File: config.mk
export PLATFORM = sky130hd
export DESIGN_NAME = bpsk_modulator
export DESIGN_NICKNAME = d
export VERILOG_FILES = /design/src/rtl/bpsk_modulator_pkg.sv /design/src/rtl/bpsk_bit_fifo.sv /design/src/rtl/sine_wave.sv /design/src/rtl/bpsk_modulator.sv
export SDC_FILE = /design/constraint.sdc
export NUM_CORES = 1
export LEC_CHECK = 0
export ABC_AREA = 1
export CORE_AREA = 2 2 82 84
export CTS_CLUSTER_SIZE = 16
export DETAILED_ROUTE_END_ITERATION = 10
export DIE_AREA = 0 0 84 86
export MAX_ROUTING_LAYER = met4
export PLACE_DENSITY = 0.43
export SLEW_MARGIN = 20
export SYNTH_ARGS = -nofsm -noshare
export SYNTH_HDL_FRONTEND = slang
export SYNTH_SLANG_ARGS = --single-unit
File: constraint.sdc
create_clock -name clock -period 2.9 [get_ports clock]
set_clock_uncertainty 0.1 [all_clocks]
set_input_delay 0.435 -clock clock [delete_from_list [all_inputs] [get_ports clock]]
set_output_delay 0.435 -clock clock [all_outputs]
set_load 0.02 [all_outputs]
File: src/rtl/bpsk_modulator_pkg.sv
// Shared BPSK types and constants.
// Common to the modulator, demodulator and sine_wave.
package bpsk_modulator_pkg;

  localparam int WAVELENGTH = 32;
  localparam int DATA_WIDTH = 8;

  typedef logic signed [DATA_WIDTH-1:0] sample_t;

  typedef enum logic {
    IDLE = 1'b0,
    TX   = 1'b1
  } state_t;

  localparam sample_t SAMPLE_MIN = {1'b1, {(DATA_WIDTH-1){1'b0}}};
  localparam sample_t SAMPLE_MAX = {1'b0, {(DATA_WIDTH-1){1'b1}}};

  // Two's-complement negation that clamps the most negative code.
  function automatic sample_t sat_neg(sample_t a);
    if (a == SAMPLE_MIN)
      return SAMPLE_MAX;
    return -a;
  endfunction

endpackage

File: src/rtl/bpsk_bit_fifo.sv
// 1-bit-wide synchronous FIFO feeding the modulator.
// Pointers wrap naturally since DEPTH is a power of two.
module bpsk_bit_fifo #(
  parameter int DEPTH = 4,
  localparam int AW = $clog2(DEPTH)
) (
  input  logic        clock,
  input  logic        reset_n,
  input  logic        push,
  input  logic        din,
  input  logic        pop,
  output logic        dout,
  output logic [AW:0] count,
  output logic        full,
  output logic        empty
);

  logic [DEPTH-1:0] mem;
  logic [AW-1:0]    wr_ptr;
  logic [AW-1:0]    rd_ptr;
  logic             do_push;
  logic             do_pop;

  assign full    = (count == (AW+1)'(DEPTH));
  assign empty   = (count == '0);
  assign do_push = push && !full;
  assign do_pop  = pop && !empty;
  assign dout    = mem[rd_ptr];

  always_ff @(posedge clock) begin
    if (do_push)
      mem[wr_ptr] <= din;
  end

  always_ff @(posedge clock or negedge reset_n) begin
    if (!reset_n) begin
      wr_ptr <= '0;
      rd_ptr <= '0;
      count  <= '0;
    end else begin
      if (do_push)
        wr_ptr <= wr_ptr + 1'b1;
      if (do_pop)
        rd_ptr <= rd_ptr + 1'b1;
      case ({do_push, do_pop})
        2'b10:   count <= count + 1'b1;
        2'b01:   count <= count - 1'b1;
        default: count <= count;
      endcase
    end
  end

endmodule

File: src/rtl/sine_wave.sv
// Combinational carrier lookup, one cycle per WAVELENGTH phases.
// The negative peak uses the full-scale code.
module sine_wave
  import bpsk_modulator_pkg::*;
(
  input  logic [15:0] phase,
  output sample_t     amp
);

  always_comb begin
    amp = '0;
    case (phase)
      16'd0:  amp = sample_t'(0);
      16'd1:  amp = sample_t'(25);
      16'd2:  amp = sample_t'(49);
      16'd3:  amp = sample_t'(71);
      16'd4:  amp = sample_t'(90);
      16'd5:  amp = sample_t'(106);
      16'd6:  amp = sample_t'(117);
      16'd7:  amp = sample_t'(125);
      16'd8:  amp = sample_t'(127);
      16'd9:  amp = sample_t'(125);
      16'd10: amp = sample_t'(117);
      16'd11: amp = sample_t'(106);
      16'd12: amp = sample_t'(90);
      16'd13: amp = sample_t'(71);
      16'd14: amp = sample_t'(49);
      16'd15: amp = sample_t'(25);
      16'd16: amp = sample_t'(0);
      16'd17: amp = sample_t'(-25);
      16'd18: amp = sample_t'(-49);
      16'd19: amp = sample_t'(-71);
      16'd20: amp = sample_t'(-90);
      16'd21: amp = sample_t'(-106);
      16'd22: amp = sample_t'(-117);
      16'd23: amp = sample_t'(-125);
      16'd24: amp = sample_t'(-128);
      16'd25: amp = sample_t'(-125);
      16'd26: amp = sample_t'(-117);
      16'd27: amp = sample_t'(-106);
      16'd28: amp = sample_t'(-90);
      16'd29: amp = sample_t'(-71);
      16'd30: amp = sample_t'(-49);
      16'd31: amp = sample_t'(-25);
      default: amp = '0;
    endcase
  end

endmodule

File: src/rtl/bpsk_modulator.sv
// BPSK transmitter: bit 0 sends the carrier, bit 1 its inverse.
// Queued bits run back to back with a continuous phase.
module bpsk_modulator
  import bpsk_modulator_pkg::sample_t;
  import bpsk_modulator_pkg::state_t;
  import bpsk_modulator_pkg::IDLE;
  import bpsk_modulator_pkg::TX;
  import bpsk_modulator_pkg::sat_neg;
#(
  parameter int WAVELENGTH = bpsk_modulator_pkg::WAVELENGTH,
  parameter int DATA_WIDTH = bpsk_modulator_pkg::DATA_WIDTH,
  parameter int FIFO_DEPTH = 4
) (
  input  logic                         clock,
  input  logic                         reset_n,
  input  logic                         bit_in,
  input  logic                         bit_valid,
  output logic                         bit_ready,
  output logic signed [DATA_WIDTH-1:0] sample,
  output logic                         sample_valid,
  output logic                         symbol_start,
  output logic                         busy
);

  localparam int PW = $clog2(WAVELENGTH);
  localparam int AW = $clog2(FIFO_DEPTH);

  state_t        state;
  state_t        state_next;
  logic [PW-1:0] phase;
  logic          cur_bit;
  logic          last;
  logic          pop;
  logic          fifo_dout;
  logic [AW:0]   fifo_count;
  logic          fifo_full;
  logic          fifo_empty;
  sample_t       amp;
  sample_t       mod;

  bpsk_bit_fifo #(
    .DEPTH (FIFO_DEPTH)
  ) u_fifo (
    .clock   (clock),
    .reset_n (reset_n),
    .push    (bit_valid),
    .din     (bit_in),
    .pop     (pop),
    .dout    (fifo_dout),
    .count   (fifo_count),
    .full    (fifo_full),
    .empty   (fifo_empty)
  );

  sine_wave u_sine (
    .phase (16'(phase)),
    .amp   (amp)
  );

  assign bit_ready = !fifo_full;
  assign last      = (phase == PW'(WAVELENGTH - 1));
  assign mod       = cur_bit ? sat_neg(amp) : amp;

  always_ff @(posedge clock or negedge reset_n) begin
    if (!reset_n)
      state <= IDLE;
    else
      state <= state_next;
  end

  always_comb begin
    state_next = state;
    unique case (state)
      IDLE:    if (!fifo_empty) state_next = TX;
      TX:      if (last && fifo_empty) state_next = IDLE;
      default: state_next = IDLE;
    endcase
  end

  // The pop decision sees only bits queued before this edge.
  always_comb begin
    pop  = !fifo_empty && (state == IDLE || last);
    busy = (state == TX) || (fifo_count != '0);
  end

  always_ff @(posedge clock or negedge reset_n) begin
    if (!reset_n) begin
      phase        <= '0;
      cur_bit      <= 1'b0;
      sample       <= '0;
      sample_valid <= 1'b0;
      symbol_start <= 1'b0;
    end else begin
      if (pop)
        cur_bit <= fifo_dout;
      if (state == TX) begin
        sample       <= mod;
        sample_valid <= 1'b1;
        symbol_start <= (phase == '0);
        phase        <= last ? '0 : phase + 1'b1;
      end else begin
        sample       <= '0;
        sample_valid <= 1'b0;
        symbol_start <= 1'b0;
        phase        <= '0;
      end
    end
  end

endmodule
==> flow_summary.yaml <==
power:
  p_switching_w: 0.00132
  seq_power_share_pct: 26.7
  ir_worst_vdd_uv: 525
  comb_power_share_pct: 62.2
  total_leakage_power_nw: 1.10
  powerDensity_nw_per_um2: 1270
  netSwitchingFraction_pct: 48.1
  intPower_w: 0.00143
  clkPwrFrac_pct: 11.0
  finalPower_w: 0.00275
setup_path:
  critPathSlowestCell: "dfrtp_1"
  critPathLaunch: "phase[1]"
  cp.arrival_ns: 2.64
  r2r.worst_path.cells: 12
  path_max_fanout: 9
  cp_cell_sequence: "ha_1 -> inv_1 -> nor3_1 -> ha_1 -> nor2_1 -> nor2_1 -> ha_1 -> inv_1 -> fa_1 -> a21oi_1 -> o21ai_0 -> xnor2_1"
  max_stage_delay_ns: 0.50
  rr_startpoint: "phase[1]"
  critPathCaptureType: "flop"
  critPathCapture: "u_fifo.count[2]"
  critical_path_class: "flop to flop"
  rrSetupSlack_ns: 0.33
  timing.critical_path.mode_cell: "ha_1"
  crit_required_ns: 2.96
  rr_endpoint: "u_fifo.count[2]"
  start_kind: "flop"
yosys:
  syn_nets: 263
  synth.top_cell.area_share_pct: 32.8
  avgSynthCellArea_um2: 7.57
  ys_seq_area_share_pct: 39.3
  synth_cell_types: 25
  synth.top_cells.by_area: "dfrtp_1, nand2_1, ha_1, nand3_1, edfxtp_1"
  syn-cell-area_um2: 1830
  synthCells: 242
  ys_warn_count: 0
  synth_seq_cells: 28
  yosysTopAreaCell: "dfrtp_1"
sta:
  fmax_mhz: 389
  slew_violations: 0
  setup_slack_ns: 0.326
  setup_tns_ns: 0
  holdWs_ns: 0.406
  finalSetupViolCount: 0
  hold_viol: 0
  tightest_slew_ns: 0.355
  finalCritPeriodShare_pct: 88.8
  slew_headroom_pct: 76.4
  finalCriticalPeriod_ns: 2.57
  rsz0062_at_grt: "false"
clock_tree:
  clkTransAtPathRegs_ns: 0.09
  cts_buffers: 3
  cts_resized: 0
  clk_latency_ns: 0.27
  cts.sinks: 28
  cts_buffer_depth: 2
  cts_tree: "done"
  hold_buffers: 0
  root_buffer: "clkbuf_8"
  htree_levels: 1
  postCtsSetupBuffers: 0
route:
  vias_per_cell: 4.30
  drt_iter0_markers: 28
  postRouteAntennaNets: 0
  first_pass_iters: 4
  route.detailed.drc: 0
  wl_per_cell_um: 11.1
  wl_um: 3750
  vias: 1459
placed_design:
  dp_worst_setup_slack_ns: 0.340
  portBuffers: 15
  dp_hpwl_um: 2930
  globalplace.congestion: 0.806
global_route:
  grt_pass1_vias: 1457
  grt_overflow: 0
  antenna_found_initial: 0
  grt_pass1_wl_um: 6800
  grt_max_degree: 25
  grt_util_all_layers_pct: 11.8
floorplan:
  dieArea_um2: 7220
  initial_utilization_pct: 29.2
  rows: 29
  ios: 16
  die_w_um: 84
  core_um2: 6280
  die_h_um: 86
run:
  max_cap_violations: 0
outcome:
  status: "completed"
final_layout:
  drive_above_1_share_pct: 7.25
  final_util_pct: 34.4
  num_antenna_cells: 0
  finish.net_count: 284
  synthToLayoutAreaGrowth_pct: 18.0
hold_path:
  hp-class: "input pin to asynchronous set/reset pin"
-- synth_stat cells --
cell	number
a21oi_1	9
buf_2	3
buf_4	1
buf_6	1
dfrtp_1	24
edfxtp_1	4
fa_1	1
ha_1	16
inv_1	31
inv_2	2
nand2_1	67
nand2_2	3
nand2_4	1
nand3_1	31
nand3_2	1
nand4_1	1
nor2_1	23
nor2_2	1
nor2_4	1
nor3_1	3
o21ai_0	9
o21ai_1	2
o32ai_1	1
xnor2_1	3
xor2_1	3
-- worst min-delay path by stage --
stage                     start                to  slack (ns)  depth (start not counted)
2_1_floorplan           reset_n           cur_bit        0.04                          0
3_3_place_gp   u_fifo.rd_ptr[1]  u_fifo.rd_ptr[1]        0.39                          1
3_5_place_dp    u_fifo.count[0]   u_fifo.count[0]        0.39                          1
4_1_cts                 reset_n         sample[7]        0.41                          2
5_1_grt                 reset_n         sample[7]        0.42                          2
6_report                reset_n         sample[7]        0.41                          2
-- kinds of logic after synthesis --
| group | after synthesis | share of synthesized area [%] |
|---|---|---|
| flip-flops | 28 | 39.3 |
| AND/OR/NAND/NOR | 132 | 31.2 |
| adder cells (fa/ha/maj) | 17 | 12.0 |
| buffers and inverters | 38 | 8.61 |
| XOR/XNOR | 6 | 2.87 |
| AO/OA/AOI/OAI | 21 | 5.94 |
-- cell usage in the layout (no fill, tap or decap), types with 2 or more instances in the layout --
cell type        count
a21oi_1              9
buf_4                6
clkbuf_8             3
clkdlybuf4s50_1     15
dfrtp_1             24
edfxtp_1             4
ha_1                16
inv_1               31
inv_2                2
nand2_1             67
nand2_2              3
nand3_1             31
nor2_1              23
nor3_1               3
o21ai_0              9
o21ai_1              2
xnor2_1              3
xor2_1               3
-- flip-flops by register name, indices dropped and copies added (netlist names) --
register and flops:
u_fifo.wr_ptr 2, state 1, u_fifo.rd_ptr 2, u_fifo.count 3
symbol_start 1, phase 5, sample 8, cur_bit 1
u_fifo.mem 4, sample_valid 1
-- power groups by stage --
stage	combinational (W)	clock, W	sequential, W
final	0.00171	0.000304	0.000736
after global routing	0.00199	0.000341	0.000768
after CTS	0.00173	0.000323	0.000737
after detailed placement	0.00172	0	0.000747
after global placement	0.00174	0	0.000743
after floorplan	0.00124	0	0.000769
-- routing by layer --
metal	up-vias	track usage [%]	routed length, um
li1	803	-	-
met1	633	16.3	1960
met2	21	18.1	1650
met3	2	2.60	116
met4	0	2.20	14
met5	-	-	0
-- through the flow --
stage,cell area [um^2],cells
2_1_floorplan,1830,242
3_3_place_gp,2090,335
3_5_place_dp,2090,335
4_1_cts,2160,339
5_1_grt,2160,339
6_report,2160,339
-- worst max-delay path, delay by kind of cell, from the launching register on --
| kind | cells | cell delay (ns) |
|---|---|---|
| adders and majority gates | 4 | 0.94 |
| DFF | 1 | 0.50 |
| and+or+nand+nor | 3 | 0.40 |
| AOI/OAI and AO/OA | 2 | 0.25 |
| xor gates and xnor gates | 1 | 0.14 |
| buffers and inverters | 2 | 0.13 |
-- layout make-up --
cell class	instances	area [um^2]
clock buffer	3	41.3
inverter	33	124
clock inverter	1	30.0
fill	675	4120
sequential	28	721
timing repair buffer	21	195
multi-input combinational	176	953
tap	77	96.3
No activity file was read; power rests on OpenSTA's default activity.
